==> config.mk <==
export PLATFORM = sky130hd
export DESIGN_NAME = srisc_core_flat
export DESIGN_NICKNAME = d
export VERILOG_FILES = /design/src/rtl/srisc_core_if.sv /design/src/rtl/srisc_core.sv /design/src/flat_wrapper.sv
export SDC_FILE = /design/constraint.sdc
export NUM_CORES = 1
export LEC_CHECK = 0
export CAP_MARGIN = 0
export CORE_MARGIN = 4
export CORE_UTILIZATION = 57
export DETAILED_ROUTE_END_ITERATION = 7
export PLACE_DENSITY_LB_ADDON = 0.08
export SKIP_CTS_REPAIR_TIMING = 1
export SYNTH_ARGS = -nofsm -noshare
export SYNTH_HDL_FRONTEND = slang
export SYNTH_SLANG_ARGS = --single-unit
==> constraint.sdc <==
create_clock -name clk -period 5.6 [get_ports clk]
set_clock_uncertainty 0.15 [all_clocks]
set_input_delay 1.4 -clock clk [delete_from_list [all_inputs] [get_ports clk]]
set_output_delay 1.4 -clock clk [all_outputs]
set_load 0.05 [all_outputs]
==> src/rtl/srisc_core_if.sv <==
// Memory bus between the srisc core and the RAM/IO fabric.
// mem_ready completes a read or write on the clock edge where it is sampled high.
interface srisc_core_if #(
  parameter int DATA_W = 16,
  parameter int ADDR_W = 9
);
  logic [DATA_W-1:0] mem_rdata;
  logic              mem_ready;
  logic [1:0]        mem_cmd;
  logic [ADDR_W-1:0] mem_addr;
  logic [DATA_W-1:0] mem_wdata;

  modport master (input mem_rdata, mem_ready, output mem_cmd, mem_addr, mem_wdata);
  modport slave  (output mem_rdata, mem_ready, input mem_cmd, mem_addr, mem_wdata);
endinterface

==> src/rtl/srisc_core.sv <==
// Multicycle Simple RISC Machine core with parametrised data/address widths.
// Owns register file, ALU, shifter, PC, IR and the control FSM.
module srisc_core #(
  parameter int DATA_W = 16,
  parameter int ADDR_W = 9,
  parameter logic [ADDR_W-1:0] RESET_PC = '0
) (
  input  logic         clk,
  input  logic         reset,
  srisc_core_if.master mem,
  output logic         n_o,
  output logic         v_o,
  output logic         z_o,
  output logic         halted_o
);
  localparam logic [2:0] S_RESET = 3'd0;
  localparam logic [2:0] S_FETCH = 3'd1;
  localparam logic [2:0] S_EXEC  = 3'd2;
  localparam logic [2:0] S_MEM   = 3'd3;
  localparam logic [2:0] S_HALT  = 3'd4;

  logic [2:0]        state_q, state_d;
  logic [ADDR_W-1:0] pc_q, pc_d, addr_q, addr_d;
  logic [15:0]       ir_q, ir_d;
  logic              n_q, n_d, v_q, v_d, z_q, z_d;
  logic [DATA_W-1:0] regs_q [8];

  logic              regWe;
  logic [2:0]        regWaddr;
  logic [DATA_W-1:0] regWdata;

  logic [2:0]        opcode, rnIdx, rdIdx, rmIdx;
  logic [1:0]        op, sh;
  logic [DATA_W-1:0] rnVal, rdVal, rmVal, shVal, sumVal, diffVal, sximm8, sximm5, pcExt;
  logic [ADDR_W-1:0] pcBranch, memAddr;
  logic              condTrue;

  assign opcode = ir_q[15:13];
  assign op     = ir_q[12:11];
  assign rnIdx  = ir_q[10:8];
  assign rdIdx  = ir_q[7:5];
  assign sh     = ir_q[4:3];
  assign rmIdx  = ir_q[2:0];

  assign rnVal   = regs_q[rnIdx];
  assign rdVal   = regs_q[rdIdx];
  assign rmVal   = regs_q[rmIdx];
  assign sximm8  = DATA_W'($signed(ir_q[7:0]));
  assign sximm5  = DATA_W'($signed(ir_q[4:0]));
  assign pcExt   = DATA_W'(pc_q);
  assign sumVal  = rnVal + shVal;
  assign diffVal = rnVal - shVal;
  // Branch targets use the PC already incremented by FETCH and wrap at 2^ADDR_W.
  assign pcBranch = pc_q + ADDR_W'($signed(ir_q[7:0]));
  assign memAddr  = ADDR_W'(rnVal + sximm5);

  always_comb begin
    shVal = rmVal;
    case (sh)
      2'b01:   shVal = {rmVal[DATA_W-2:0], 1'b0};
      2'b10:   shVal = {1'b0, rmVal[DATA_W-1:1]};
      2'b11:   shVal = {rmVal[DATA_W-1], rmVal[DATA_W-1:1]};
      default: shVal = rmVal;
    endcase
  end

  always_comb begin
    case (rnIdx)
      3'b000:  condTrue = 1'b1;
      3'b001:  condTrue = z_q;
      3'b010:  condTrue = ~z_q;
      3'b011:  condTrue = n_q ^ v_q;
      3'b100:  condTrue = (n_q ^ v_q) | z_q;
      default: condTrue = 1'b0;
    endcase
  end

  // All operand reads are combinational from the current registers, so BLX R7
  // picks up the old R7 before the link write lands at the same edge.
  always_comb begin
    state_d  = state_q;
    pc_d     = pc_q;
    ir_d     = ir_q;
    addr_d   = addr_q;
    n_d      = n_q;
    v_d      = v_q;
    z_d      = z_q;
    regWe    = 1'b0;
    regWaddr = rdIdx;
    regWdata = sumVal;
    case (state_q)
      S_RESET: state_d = S_FETCH;
      S_FETCH: begin
        if (mem.mem_ready) begin
          ir_d    = mem.mem_rdata[15:0];
          pc_d    = pc_q + ADDR_W'(1);
          state_d = S_EXEC;
        end
      end
      S_EXEC: begin
        state_d = S_FETCH;
        case (opcode)
          3'b110: begin
            if (op == 2'b10) begin
              regWe = 1'b1; regWaddr = rnIdx; regWdata = sximm8;
            end else if (op == 2'b00) begin
              regWe = 1'b1; regWdata = shVal;
            end
          end
          3'b101: begin
            case (op)
              2'b00: begin regWe = 1'b1; regWdata = sumVal; end
              2'b01: begin
                z_d = (diffVal == '0);
                n_d = diffVal[DATA_W-1];
                v_d = (rnVal[DATA_W-1] ^ shVal[DATA_W-1]) & (diffVal[DATA_W-1] ^ rnVal[DATA_W-1]);
              end
              2'b10:   begin regWe = 1'b1; regWdata = rnVal & shVal; end
              default: begin regWe = 1'b1; regWdata = ~shVal; end
            endcase
          end
          3'b011, 3'b100: begin
            if (op == 2'b00) begin
              addr_d  = memAddr;
              state_d = S_MEM;
            end
          end
          3'b001: if (op == 2'b00 && condTrue) pc_d = pcBranch;
          3'b010: begin
            case (op)
              2'b11: begin regWe = 1'b1; regWaddr = 3'd7; regWdata = pcExt; pc_d = pcBranch; end
              2'b00: pc_d = ADDR_W'(rdVal);
              2'b10: begin regWe = 1'b1; regWaddr = 3'd7; regWdata = pcExt; pc_d = ADDR_W'(rdVal); end
              default: ;
            endcase
          end
          3'b111:  state_d = S_HALT;
          default: ;
        endcase
      end
      S_MEM: begin
        if (mem.mem_ready) begin
          state_d = S_FETCH;
          if (opcode == 3'b011) begin
            regWe = 1'b1; regWdata = mem.mem_rdata;
          end
        end
      end
      S_HALT:  state_d = S_HALT;
      default: state_d = S_RESET;
    endcase
  end

  always_ff @(posedge clk) begin
    if (reset) begin
      state_q <= S_RESET;
      pc_q    <= RESET_PC;
      ir_q    <= '0;
      addr_q  <= '0;
      n_q     <= 1'b0;
      v_q     <= 1'b0;
      z_q     <= 1'b0;
      for (int i = 0; i < 8; i++) regs_q[i] <= '0;
    end else begin
      state_q <= state_d;
      pc_q    <= pc_d;
      ir_q    <= ir_d;
      addr_q  <= addr_d;
      n_q     <= n_d;
      v_q     <= v_d;
      z_q     <= z_d;
      if (regWe) regs_q[regWaddr] <= regWdata;
    end
  end

  // Bus outputs decode purely from state and registers so they stay stable across waits.
  always_comb begin
    mem.mem_cmd   = 2'b00;
    mem.mem_addr  = pc_q;
    mem.mem_wdata = '0;
    if (state_q == S_FETCH) begin
      mem.mem_cmd = 2'b01;
    end else if (state_q == S_MEM) begin
      mem.mem_addr = addr_q;
      if (opcode == 3'b011) begin
        mem.mem_cmd = 2'b01;
      end else begin
        mem.mem_cmd   = 2'b10;
        mem.mem_wdata = rdVal;
      end
    end
  end

  assign n_o      = n_q;
  assign v_o      = v_q;
  assign z_o      = z_q;
  assign halted_o = (state_q == S_HALT);
endmodule

==> src/flat_wrapper.sv <==
// flat-port wrapper written by rule: the top's interface ports become plain ports
module srisc_core_flat 
#(
  parameter int DATA_W = 16,
  parameter int ADDR_W = 9,
  parameter logic [ADDR_W-1:0] RESET_PC = '0
)
  (clk, reset, n_o, v_o, z_o, halted_o, mem_mem_rdata, mem_mem_ready, mem_mem_cmd, mem_mem_addr, mem_mem_wdata);
  srisc_core_if #(.DATA_W(DATA_W), .ADDR_W(ADDR_W)) mem_i ();
  input  logic clk;
  input  logic reset;
  output logic n_o;
  output logic v_o;
  output logic z_o;
  output logic halted_o;
  input wire logic [$bits(mem_i.mem_rdata)-1:0] mem_mem_rdata;
  input wire logic [$bits(mem_i.mem_ready)-1:0] mem_mem_ready;
  output wire logic [$bits(mem_i.mem_cmd)-1:0] mem_mem_cmd;
  output wire logic [$bits(mem_i.mem_addr)-1:0] mem_mem_addr;
  output wire logic [$bits(mem_i.mem_wdata)-1:0] mem_mem_wdata;
  assign mem_i.mem_rdata = mem_mem_rdata;
  assign mem_i.mem_ready = mem_mem_ready;
  assign mem_mem_cmd = mem_i.mem_cmd;
  assign mem_mem_addr = mem_i.mem_addr;
  assign mem_mem_wdata = mem_i.mem_wdata;
  srisc_core #(.DATA_W(DATA_W), .ADDR_W(ADDR_W), .RESET_PC(RESET_PC)) u_core (.clk(clk), .reset(reset), .mem(mem_i), .n_o(n_o), .v_o(v_o), .z_o(z_o), .halted_o(halted_o));
endmodule
==> impl_metrics.toml <==
[setup_path]
cp_common_cell = "nor2_1"
crit_family = "compound AO/OA/AOI/OAI gates"
reg2reg_depth = 15
worstSetupPathType = "reg2reg"
endpoint_kind = "flop"
path_cells = "mux4_2, mux2_2, mux2i_1, nor2_1, a21oi_1, inv_1, ha_1, nand2_1, a21oi_1, nor2_1, o31ai_1, xnor2_1, o221ai_1, a211oi_2, nor2_1"
crit_path_max_incr_delay_ns = 0.67
critPathBufInv = 1
start_kind = "flop"
endpoint = "u_core.regs_q[3][9]"
worstPathRequired_ns = 5.61
rr_endpoint = "u_core.regs_q[3][9]"
worstPathMaxFanout = 15
slowest_stage = "a211oi_2"
cp.depth = 15
critical_path_arrival_ns = 5.27
reg2reg_slack_ns = 0.35

[synth]
synth_top_area_cell = "edfxtp_1"
yosysTopAreaCellShare_pct = 28.5
ys_seq_area_share_pct = 35.8
syn_inst = 1332
synth_fp_nets = 1406
yosys_warnings = 0
post-synth-top-count-cell = "nor2_1"
avgSynthCellArea_um2 = 10.1
synth-seq-cells = 177
synthFlopType = "edfxtp_1"
synth_cell_types = 87
synthTopCellsByArea = "edfxtp_1 28%, mux4_2 17%, dfxtp_1 7.3%"
synth_edf_count = 128
async_flop_share_pct = 0
synth_common_cells = "244 x nor2_1, 128 x edfxtp_1, 102 x nand2_1"
netlist_area_um2 = 13500

[run]
max_cap_violations = 0

[layout]
final_area_um2 = 14900
synthToLayoutAreaGrowth_pct = 10.4
final_core_util_pct = 63.6
num-nets-final = 1421
instances_no_fill = 1679
fillers = 1937
diodes = 0
drive_above_1_share_pct = 17.9

[clock_network]
clockRootBuffer = "clkbuf_16"
worstSkewPairLatency_ns = 0.46
cts_tree = "done"
cts.htree.levels = 4
clkTransAtPathRegs_ns = 0.08
cts_buffers = 17
cts.sinks = 177
cts_max_path_buffers = 2

[pwr]
power_density_nw_per_um2 = 269
p_leak_nw = 5.36
ir_worst_vdd_v = 0.000219
power.total_mw = 4.00

[detailed_routing]
drt_iter0_drc = 1849
wl_um = 44700
drcViolationCount = 0
firstDrtPassIters = 7
ant_nets = 0
routedWlPerCell_um = 26.6
via_count = 11500
drt-vias-per-instance = 6.86

[sta]
finalSetupViolCount = 0
slew_violations = 0
setup_tns_ns = 0
period_needed_ns = 5.25
hold_viol_final = 0
slew_headroom_pct = 13.9
worst_pin_slew_ns = 1.27
hold_ws_ns = 0.321
period_share_pct = 93.8
max_freq_mhz = 190
fin_ws_ns = 0.348
grt_setup_unrepaired = "no"

[floorplanning]
die_height_um = 162
initial_core_util_pct = 57.6
die-area_um2 = 26200
num_rows = 56
io_pins = 50
die_w_um = 162
core_um2 = 23400

[global_route]
grt_pass1_vias = 11200
top_usage_layer = "met2"
grt_use_total_pct = 34.3
grt_pass1_wl_um = 68800
antenna_found_initial = 0
grt_start_max_net_pins = 43
grt_overflow_total = 0
use_met1_pct = 49.7
grt_use_met3_pct = 6.55
met2_usage_pct = 53.3

[placed_design]
gp_congestion = 1.03
dpl.hpwl_um = 33100
place_ws_ns = 0.319
placed_cell_area_um2 = 14300
placedCellCount = 1647
port_buffers = 49

[status]
status = "completed"

[min_path]
hp-class = "reg2reg"
==> worst register-to-register path, stage by stage, from the launching register on <==
cell and delay (ns):
dfxtp_2 0.60, mux4_2 0.58, mux2_2 0.34, mux2i_1 0.20, nor2_1 0.06, a21oi_1 0.20, inv_1 0.09, ha_1 0.54
nand2_1 0.10, a21oi_1 0.44, nor2_1 0.15, o31ai_1 0.35, xnor2_1 0.22, o221ai_1 0.18, a211oi_2 0.67, nor2_1 0.10
==> layout make-up <==
type	count	area (um^2)	area share [%]
multi-input cells	1016	8100	54.4
flip-flops and latches	177	4830	32.4
repair buffers	88	783	5.26
clock buffers	17	425	2.86
well taps	319	399	2.68
inverters	47	176	1.19
clock inverters	15	170	1.14
==> power by group <==
| group | internal, mW | switching (mW) | total [mW] |
|---|---|---|---|
| logic | 0.459 | 0.778 | 1.24 |
| registers | 1.44 | 0.0717 | 1.52 |
| clock network | 0.605 | 0.645 | 1.25 |
==> how the worst min path moves through the flow <==
stage / startpoint / to / slack [ns] / depth (start not counted)
detailed placement: u_core.addr_q[8] / u_core.addr_q[8] / 0.31 / 2
CTS: u_core.addr_q[8] / u_core.addr_q[8] / 0.32 / 2
finish: u_core.addr_q[8] / u_core.addr_q[8] / 0.32 / 2
global route: u_core.addr_q[8] / u_core.addr_q[8] / 0.36 / 2
floorplan: u_core.addr_q[8] / u_core.addr_q[8] / 0.29 / 2
global placement: u_core.addr_q[8] / u_core.addr_q[8] / 0.31 / 2
==> logic make-up (layout without fill, tap and decap cells) <==
logic type | count (synthesis) | count (layout) | synth area share, %
compound gates | 285 | 285 | 14.5
flops | 177 | 177 | 35.8
xor+xnor | 34 | 34 | 2.21
mux | 175 | 175 | 22.5
fa+ha+maj | 55 | 55 | 5.32
simple gates | 467 | 467 | 15.4
buf+inv | 139 | 167 | 4.24
==> routing by layer <==
metal | wire length [um] | part of all wire, % | vias up
li1 | - | - | 5039
met1 | 18300 | 41 | 5625
met3 | 4800 | 11 | 101
met4 | 1390 | 3.1 | 0
met2 | 20300 | 45 | 757
met5 | 0 | 0 | -
==> cell usage in the layout (no fill, tap or decap), types with 35 or more instances in the layout <==
cell	instances
o21ai_0	50
nor2_1	243
inv_1	45
a21oi_1	75
buf_4	39
clkdlybuf4s50_1	49
mux4_2	99
mux2i_1	35
mux2_2	41
ha_1	51
nand2_1	102
edfxtp_1	128
dfxtp_1	45
==> flip-flops by register name, indices dropped and copies added (netlist names), named ones only <==
signal / count
u_core.z_o: 1
u_core.state_q: 3
u_core.v_o: 1
u_core.pc_q: 9
u_core.n_o: 1
u_core.addr_q: 9
u_core.regs_q: 128
u_core.ir_q: 16
Power figures use the tool's default switching activity.
